**src/rtl/voting_machine_param.sv**
```systemverilog
// voting_machine_param
// Counts one vote per button press for N_CAND candidates, rejects
// multi-button presses, saturates every counter, and on entering result
// mode scans the candidates one per cycle to find the winner(s).
//
// Ports:
//   clk, reset        rising-edge clock, asynchronous active-high reset
//   mode              0=IDLE 1=VOTE 2=RESULT 3=CLEAR
//   in_candidate      debounced vote buttons (level)
//   count_bus         candidate i count at [i*CNT_W +: CNT_W]
//   total_votes       accepted votes (saturating)
//   invalid_votes     rejected multi-button presses (saturating)
//   vote_ack/vote_err one-cycle accept / reject-or-drop pulses
//   sat_flag          sticky: some candidate count hit its maximum
//   winner, tie       scan result, valid while result_valid is high

// Per-candidate saturating counter.
module voting_cand_cnt #(
    parameter int CNT_W = 8
) (
    input  logic             clk,
    input  logic             reset,
    input  logic             clr,
    input  logic             inc,
    output logic [CNT_W-1:0] cnt,
    output logic             at_max,
    output logic             near_max
);
    assign at_max   = (cnt == {CNT_W{1'b1}});
    assign near_max = (cnt == {{(CNT_W-1){1'b1}}, 1'b0});

    always_ff @(posedge clk or posedge reset) begin
        if (reset)
            cnt <= '0;
        else if (clr)
            cnt <= '0;
        else if (inc && !at_max)
            cnt <= cnt + 1'b1;
    end
endmodule

module voting_machine_param #(
    parameter int N_CAND = 4,
    parameter int CNT_W  = 8,
    parameter int TOT_W  = 12
) (
    input  logic                      clk,
    input  logic                      reset,
    input  logic [1:0]                mode,
    input  logic [N_CAND-1:0]         in_candidate,
    output logic [N_CAND*CNT_W-1:0]   count_bus,
    output logic [TOT_W-1:0]          total_votes,
    output logic [TOT_W-1:0]          invalid_votes,
    output logic                      vote_ack,
    output logic                      vote_err,
    output logic                      sat_flag,
    output logic [N_CAND-1:0]         winner,
    output logic                      tie,
    output logic                      result_valid
);
    localparam int IDX_W = $clog2(N_CAND);
    localparam logic [IDX_W-1:0] LAST_IDX = IDX_W'(N_CAND - 1);

    typedef enum logic [1:0] {S_IDLE, S_VOTE, S_SCAN, S_DONE} state_t;

    state_t                         state;
    logic [N_CAND-1:0]              btn_q;
    logic [N_CAND-1:0]              rise;
    logic [N_CAND-1:0]              cnt_max;
    logic [N_CAND-1:0]              cnt_near;
    logic [N_CAND-1:0]              inc;
    logic [N_CAND-1:0][CNT_W-1:0]   cnt;
    logic [IDX_W-1:0]               idx;
    logic [CNT_W-1:0]               best;
    logic [CNT_W-1:0]               cur;
    logic [N_CAND-1:0]              idx_bit;
    logic                           clr;
    logic                           vote_en;
    logic                           any_rise;
    logic                           one_hot;
    logic                           accept;
    logic                           reject;
    logic                           full;
    logic                           hits_max;
    logic                           total_full;
    logic                           invalid_full;

    assign clr      = (mode == 2'd3);
    // Clear takes priority over a press landing on the same edge.
    assign vote_en  = (state == S_VOTE) && !clr;
    assign rise     = in_candidate & ~btn_q;
    assign any_rise = |rise;
    assign one_hot  = $onehot(in_candidate);
    assign accept   = vote_en && any_rise && one_hot;
    // rise != 0 implies in_candidate != 0, so "not one-hot" means >1 bit set.
    assign reject   = vote_en && any_rise && !one_hot;
    // in_candidate is one-hot when these are used, so the AND selects one lane.
    assign full     = |(in_candidate & cnt_max);
    assign hits_max = |(in_candidate & cnt_near);
    assign inc      = accept ? in_candidate : '0;

    assign total_full   = (total_votes   == {TOT_W{1'b1}});
    assign invalid_full = (invalid_votes == {TOT_W{1'b1}});

    assign cur     = cnt[idx];
    assign idx_bit = N_CAND'(1) << idx;

    genvar gi;
    generate
        for (gi = 0; gi < N_CAND; gi++) begin : g_cand
            voting_cand_cnt #(.CNT_W(CNT_W)) u_cnt (
                .clk      (clk),
                .reset    (reset),
                .clr      (clr),
                .inc      (inc[gi]),
                .cnt      (cnt[gi]),
                .at_max   (cnt_max[gi]),
                .near_max (cnt_near[gi])
            );
            assign count_bus[gi*CNT_W +: CNT_W] = cnt[gi];
        end
    endgenerate

    always_ff @(posedge clk or posedge reset) begin
        if (reset) begin
            state         <= S_IDLE;
            btn_q         <= '0;
            idx           <= '0;
            best          <= '0;
            total_votes   <= '0;
            invalid_votes <= '0;
            vote_ack      <= 1'b0;
            vote_err      <= 1'b0;
            sat_flag      <= 1'b0;
            winner        <= '0;
            tie           <= 1'b0;
            result_valid  <= 1'b0;
        end else begin
            // Tracks buttons in every state so a held button never counts twice.
            btn_q    <= in_candidate;
            vote_ack <= 1'b0;
            vote_err <= 1'b0;

            if (accept) begin
                if (full) begin
                    vote_err <= 1'b1;
                    sat_flag <= 1'b1;
                end else begin
                    vote_ack <= 1'b1;
                    if (!total_full)
                        total_votes <= total_votes + 1'b1;
                    if (hits_max)
                        sat_flag <= 1'b1;
                end
            end
            if (reject) begin
                vote_err <= 1'b1;
                if (!invalid_full)
                    invalid_votes <= invalid_votes + 1'b1;
            end

            case (state)
                S_IDLE, S_VOTE: begin
                    case (mode)
                        2'd1: state <= S_VOTE;
                        2'd2: begin
                            state  <= S_SCAN;
                            idx    <= '0;
                            winner <= '0;
                            tie    <= 1'b0;
                        end
                        default: state <= S_IDLE;
                    endcase
                end
                S_SCAN: begin
                    if (mode == 2'd2) begin
                        if (idx == '0 || cur > best) begin
                            best   <= cur;
                            winner <= idx_bit;
                            tie    <= 1'b0;
                        end else if (cur == best) begin
                            winner <= winner | idx_bit;
                            tie    <= 1'b1;
                        end
                        if (idx == LAST_IDX) begin
                            state        <= S_DONE;
                            result_valid <= 1'b1;
                            // Empty ballot: later NBA overrides the scan result.
                            if (total_votes == '0) begin
                                winner <= '0;
                                tie    <= 1'b0;
                            end
                        end else begin
                            idx <= idx + 1'b1;
                        end
                    end else begin
                        state        <= (mode == 2'd1) ? S_VOTE : S_IDLE;
                        winner       <= '0;
                        tie          <= 1'b0;
                        result_valid <= 1'b0;
                    end
                end
                S_DONE: begin
                    if (mode != 2'd2) begin
                        state        <= (mode == 2'd1) ? S_VOTE : S_IDLE;
                        winner       <= '0;
                        tie          <= 1'b0;
                        result_valid <= 1'b0;
                    end
                end
                default: state <= S_IDLE;
            endcase

            if (clr) begin
                total_votes   <= '0;
                invalid_votes <= '0;
                sat_flag      <= 1'b0;
                winner        <= '0;
                tie           <= 1'b0;
                result_valid  <= 1'b0;
            end
        end
    end
endmodule

```
**config.mk**
```make
export PLATFORM = sky130hd
export DESIGN_NAME = voting_machine_param
export DESIGN_NICKNAME = d
export VERILOG_FILES = /design/src/rtl/voting_machine_param.sv
export SDC_FILE = /design/constraint.sdc
export NUM_CORES = 1
export LEC_CHECK = 0
export BUFFER_PORTS_ARGS = -buffer_cell sky130_fd_sc_hd__buf_2
export CORE_MARGIN = 2
export CORE_UTILIZATION = 32
export CTS_BUF_LIST = sky130_fd_sc_hd__clkbuf_8 sky130_fd_sc_hd__clkbuf_16
export DETAILED_ROUTE_END_ITERATION = 12
export GPL_TIMING_DRIVEN = 0
export SETUP_SLACK_MARGIN = 0.2
export SLEW_MARGIN = 10
export SYNTH_ARGS = -nofsm -noshare
export SYNTH_HDL_FRONTEND = slang
export SYNTH_SLANG_ARGS = --single-unit
export TNS_END_PERCENT = 1
```
**constraint.sdc**
```tcl
create_clock -name clk -period 3 [get_ports clk]
set_input_delay 0.15 -clock clk [delete_from_list [all_inputs] [get_ports clk]]
set_output_delay 0.15 -clock clk [all_outputs]
set_load 0.02 [all_outputs]
```
==> Flow_metrics.wiki <==
{| class="wikitable"
! Metric !! Value
|-
| Port buffer count || 72
|-
| Number of flip-flops and latches in the synthesized netlist || 81
|-
| GRT Resource Usage Total || 0.1760
|-
| Critical Setup Path Class || in -> reg
|-
| Full die area || 0.01639 mm²
|-
| MaxCap Viol Count || 0
|-
| Via Count || 4438
|-
| Routed via count divided by cell count || 5.493
|-
| Required time reported for the critical path endpoint || 3230 ps
|-
| Worst clock skew || 7.274 ps
|-
| Biggest fanout along the worst timing path || 10
|-
| Synth area leaders || dfrtp_1, ha_1, mux2_2
|-
| Clk buf depth || 2
|-
| Post-DP HPWL || 10210 µm
|-
| Number of warnings reported in the yosys synthesis log || 0
|-
| Classification of the worst-slack hold path || in -> reg
|-
| Top cell types by occurrence after synthesis || dfrtp_1, nor2_1, inv_1
|-
| Initial drt markers || 310
|-
| Yosys top cell by area || dfrtp_1
|-
| Fraction of registers with async set/reset || 1.000
|-
| Post-Route WL || 14090 µm
|-
| Wire length of the first global-routing pass || 22640 µm
|-
| Fin Hold WS || 234.0 ps
|-
| Share of the clock period used by the worst path || 0.9236
|-
| Number of global-route vias before repair || 4338
|-
| Num CTS Buffers || 9
|-
| # IOs || 73
|-
| Core Area || 0.01515 mm²
|-
| Run status || finished clean
|-
| Final-stage net count || 653
|-
| Synthesized instance count || 519
|-
| Largest net degree at the start of global routing || 42
|-
| Type of element capturing the critical path || register
|-
| Total congestion overflow after global routing || 0
|-
| Total power per unit cell area || 450.1 mW/mm²
|-
| Summed instance area of the synthesized netlist || 0.004923 mm²
|-
| Arrival time worst endpoint || 3000 ps
|-
| Router iterations before antenna repair || 5
|-
| Horiz. Die Dim || 128.0 µm
|-
| Hold violation total from the final report || 0
|-
| CTS tree || yes
|-
| Transition time of the tightest slew-check pin || 1158 ps
|-
| Initial Utilization || 0.3251
|-
| Period minus WS final || 2771 ps
|-
| Clock input transition at the sequential cells of the worst setup and hold paths || 60 ps
|-
| Number of antenna violations at the first check in global routing || 0
|-
| Sequential-to-total area share from yosys stat || 0.4117
|-
| Antenna-violating nets left || 0
|-
| Filler cell count in the final layout || 1485
|-
| Post-synth top area share || 0.4117
|-
| Worst setup SP type || input pin
|-
| Max Slew Vio Count || 0
|-
| Peak supply drop || 0.2391 mV
|-
| Maximum achievable frequency || 360.9 MHz
|-
| Height of the die || 128.0 µm
|-
| Post-detailed-route DRC marker count || 0
|-
| Rows || 45
|-
| Aggregate negative setup slack || 0 ps
|-
| Number of nets produced by synthesis || 557
|-
| Most instantiated library cell after synthesis || dfrtp_1
|-
| Diodes inserted || 0
|-
| H-tree levels || 3
|-
| Cell at the root of the clock tree || clkbuf_16
|-
| Fraction of layout instances using a drive strength above 1 || 0.2306
|-
| Slew HR || 0.2208
|-
| Routed wirelength normalized by instance count || 17.43 µm
|-
| Area grow syn2layout || 22.39%
|-
| Count of cell types in the netlist || 51
|-
| Setup repair after global routing missed its margin || true
|-
| Total power || 2.712 mW
|-
| Number of clock sinks seen by CTS || 81
|-
| Post-synth EDFFs || 0
|-
| Weighted congestion reported at the end of routability-driven placement || 0.8645
|-
| Final setup violation count || 0
|-
| Insertion delay to the later sink of the worst-skew pair || 340 ps
|-
| Standby leakage power || 2.669 nW
|-
| Main synth FF type || dfrtp_1
|-
| Mean cell area of the mapped netlist || 9.486 µm²
|}
==> routing by layer <==
metal,vias to the layer above,share of wire,global-route usage
met3,28,0.044,0.03297
li1,2081,-,-
met5,-,0,0
met1,2200,0.45,0.2353
met4,0,0.022,0.06723
met2,129,0.49,0.2841
==> repair_timing <==
item | 4_1_cts | 5_1_grt
setup buffers | 5 | 2
setup endpoints to repair | 11 | 34
hold endpoints to repair | 44 | 0
pin swaps | 3 | 1
hold buffers | 5 | 0
resized for setup | 2 | 6
==> per-stage QoR <==
stage	util	instance area, µm²	std cells	setup slack (ps)
detailed placement	0.3671	5560	780	-175.2
global route	0.3979	6026	808	93.72
floorplan	-	4935	519	207.7
CTS	0.3944	5973	806	221.0
finish	0.3979	6026	808	229.3
global placement	0.3651	5530	779	-428.9
==> state kept, by name, summed over array words and instances (netlist names) <==
name              flops
vote_ack              1
total_votes          12
tie                   1
vote_err              1
result_valid          1
invalid_votes        12
state                 2
sat_flag              1
winner                4
idx                   2
g_cand.u_cnt.cnt     32
btn_q                 4
best                  8
==> power by group <==
group / internal (mW) / leakage [nW] / total, mW / switching [mW]
logic: 0.140 / 1.40 / 0.385 / 0.245
clock network: 0.712 / 0.151 / 1.17 / 0.455
registers: 1.12 / 1.12 / 1.16 / 0.0372
==> critical path, stage by stage <==
cell	delay (ps)
buf_2	140
inv_1	70
fa_1	530
inv_1	40
ha_1	170
ha_1	260
nor2_1	130
nand2_1	270
or4b_4	640
nor3_1	220
mux2_2	350
==> cell usage in the layout, fill, tap and decap left out, drive strengths merged, types with 15 or more instances in the layout <==
cell type and count:
a21oi 29, o21ai 19, nor2 48, nand3 26
clkbuf 30, xnor2 16, nor3 17, mux2 18
ha 29, buf 84, nor2b 15, dfrtp 81
inv 38, nor4 16, nand2 27
==> worst paths after layout <==
path | depth (start not counted) | slack, ps | startpoint | endpoint
max reg2reg | 8 | 240 | idx[1]$_DFFE_PP0P_ | best[2]$_DFFE_PP0P_
max in group asynchronous | 4 | 1970 | reset | g_cand[2].u_cnt.cnt[3]$_DFFE_PP0P_
min in group asynchronous | 3 | 420 | reset | total_votes[7]$_DFFE_PP0P_
min reg2reg | 1 | 510 | best[3]$_DFFE_PP0P_ | best[3]$_DFFE_PP0P_
min | 3 | 230 | mode[1] | state[1]$_DFFE_PP0P_
max | 11 | 230 | in_candidate[0] | g_cand[2].u_cnt.cnt[7]$_DFFE_PP0P_
==> layout make-up <==
| cell class | count | area [µm²] | share of cell area |
|---|---|---|---|
| Buffer | 22 | 108.9 | 0.01806 |
| Clock buffer | 12 | 266.5 | 0.04423 |
| Clock inverter | 4 | 50.05 | 0.008306 |
| Inverter | 38 | 145.1 | 0.02409 |
| Multi-Input combinational cell | 378 | 2703 | 0.4485 |
| Sequential cell | 81 | 2027 | 0.3364 |
| Tap cell | 188 | 235.2 | 0.03904 |
| Timing Repair Buffer | 85 | 490.5 | 0.08140 |
==> kinds of logic (layout without fill, tap and decap cells) <==
family	after synthesis	in the layout	share of synthesized area
AND/OR/NAND/NOR	210	210	0.2290
adder cells (fa/ha/maj)	30	30	0.07776
XOR/XNOR	16	16	0.02846
multiplexers	31	31	0.08793
flip-flops	81	81	0.4117
AO/OA/AOI/OAI	91	91	0.1182
buffers and inverters	60	161	0.04701
(Power assumes the default switching activity.)
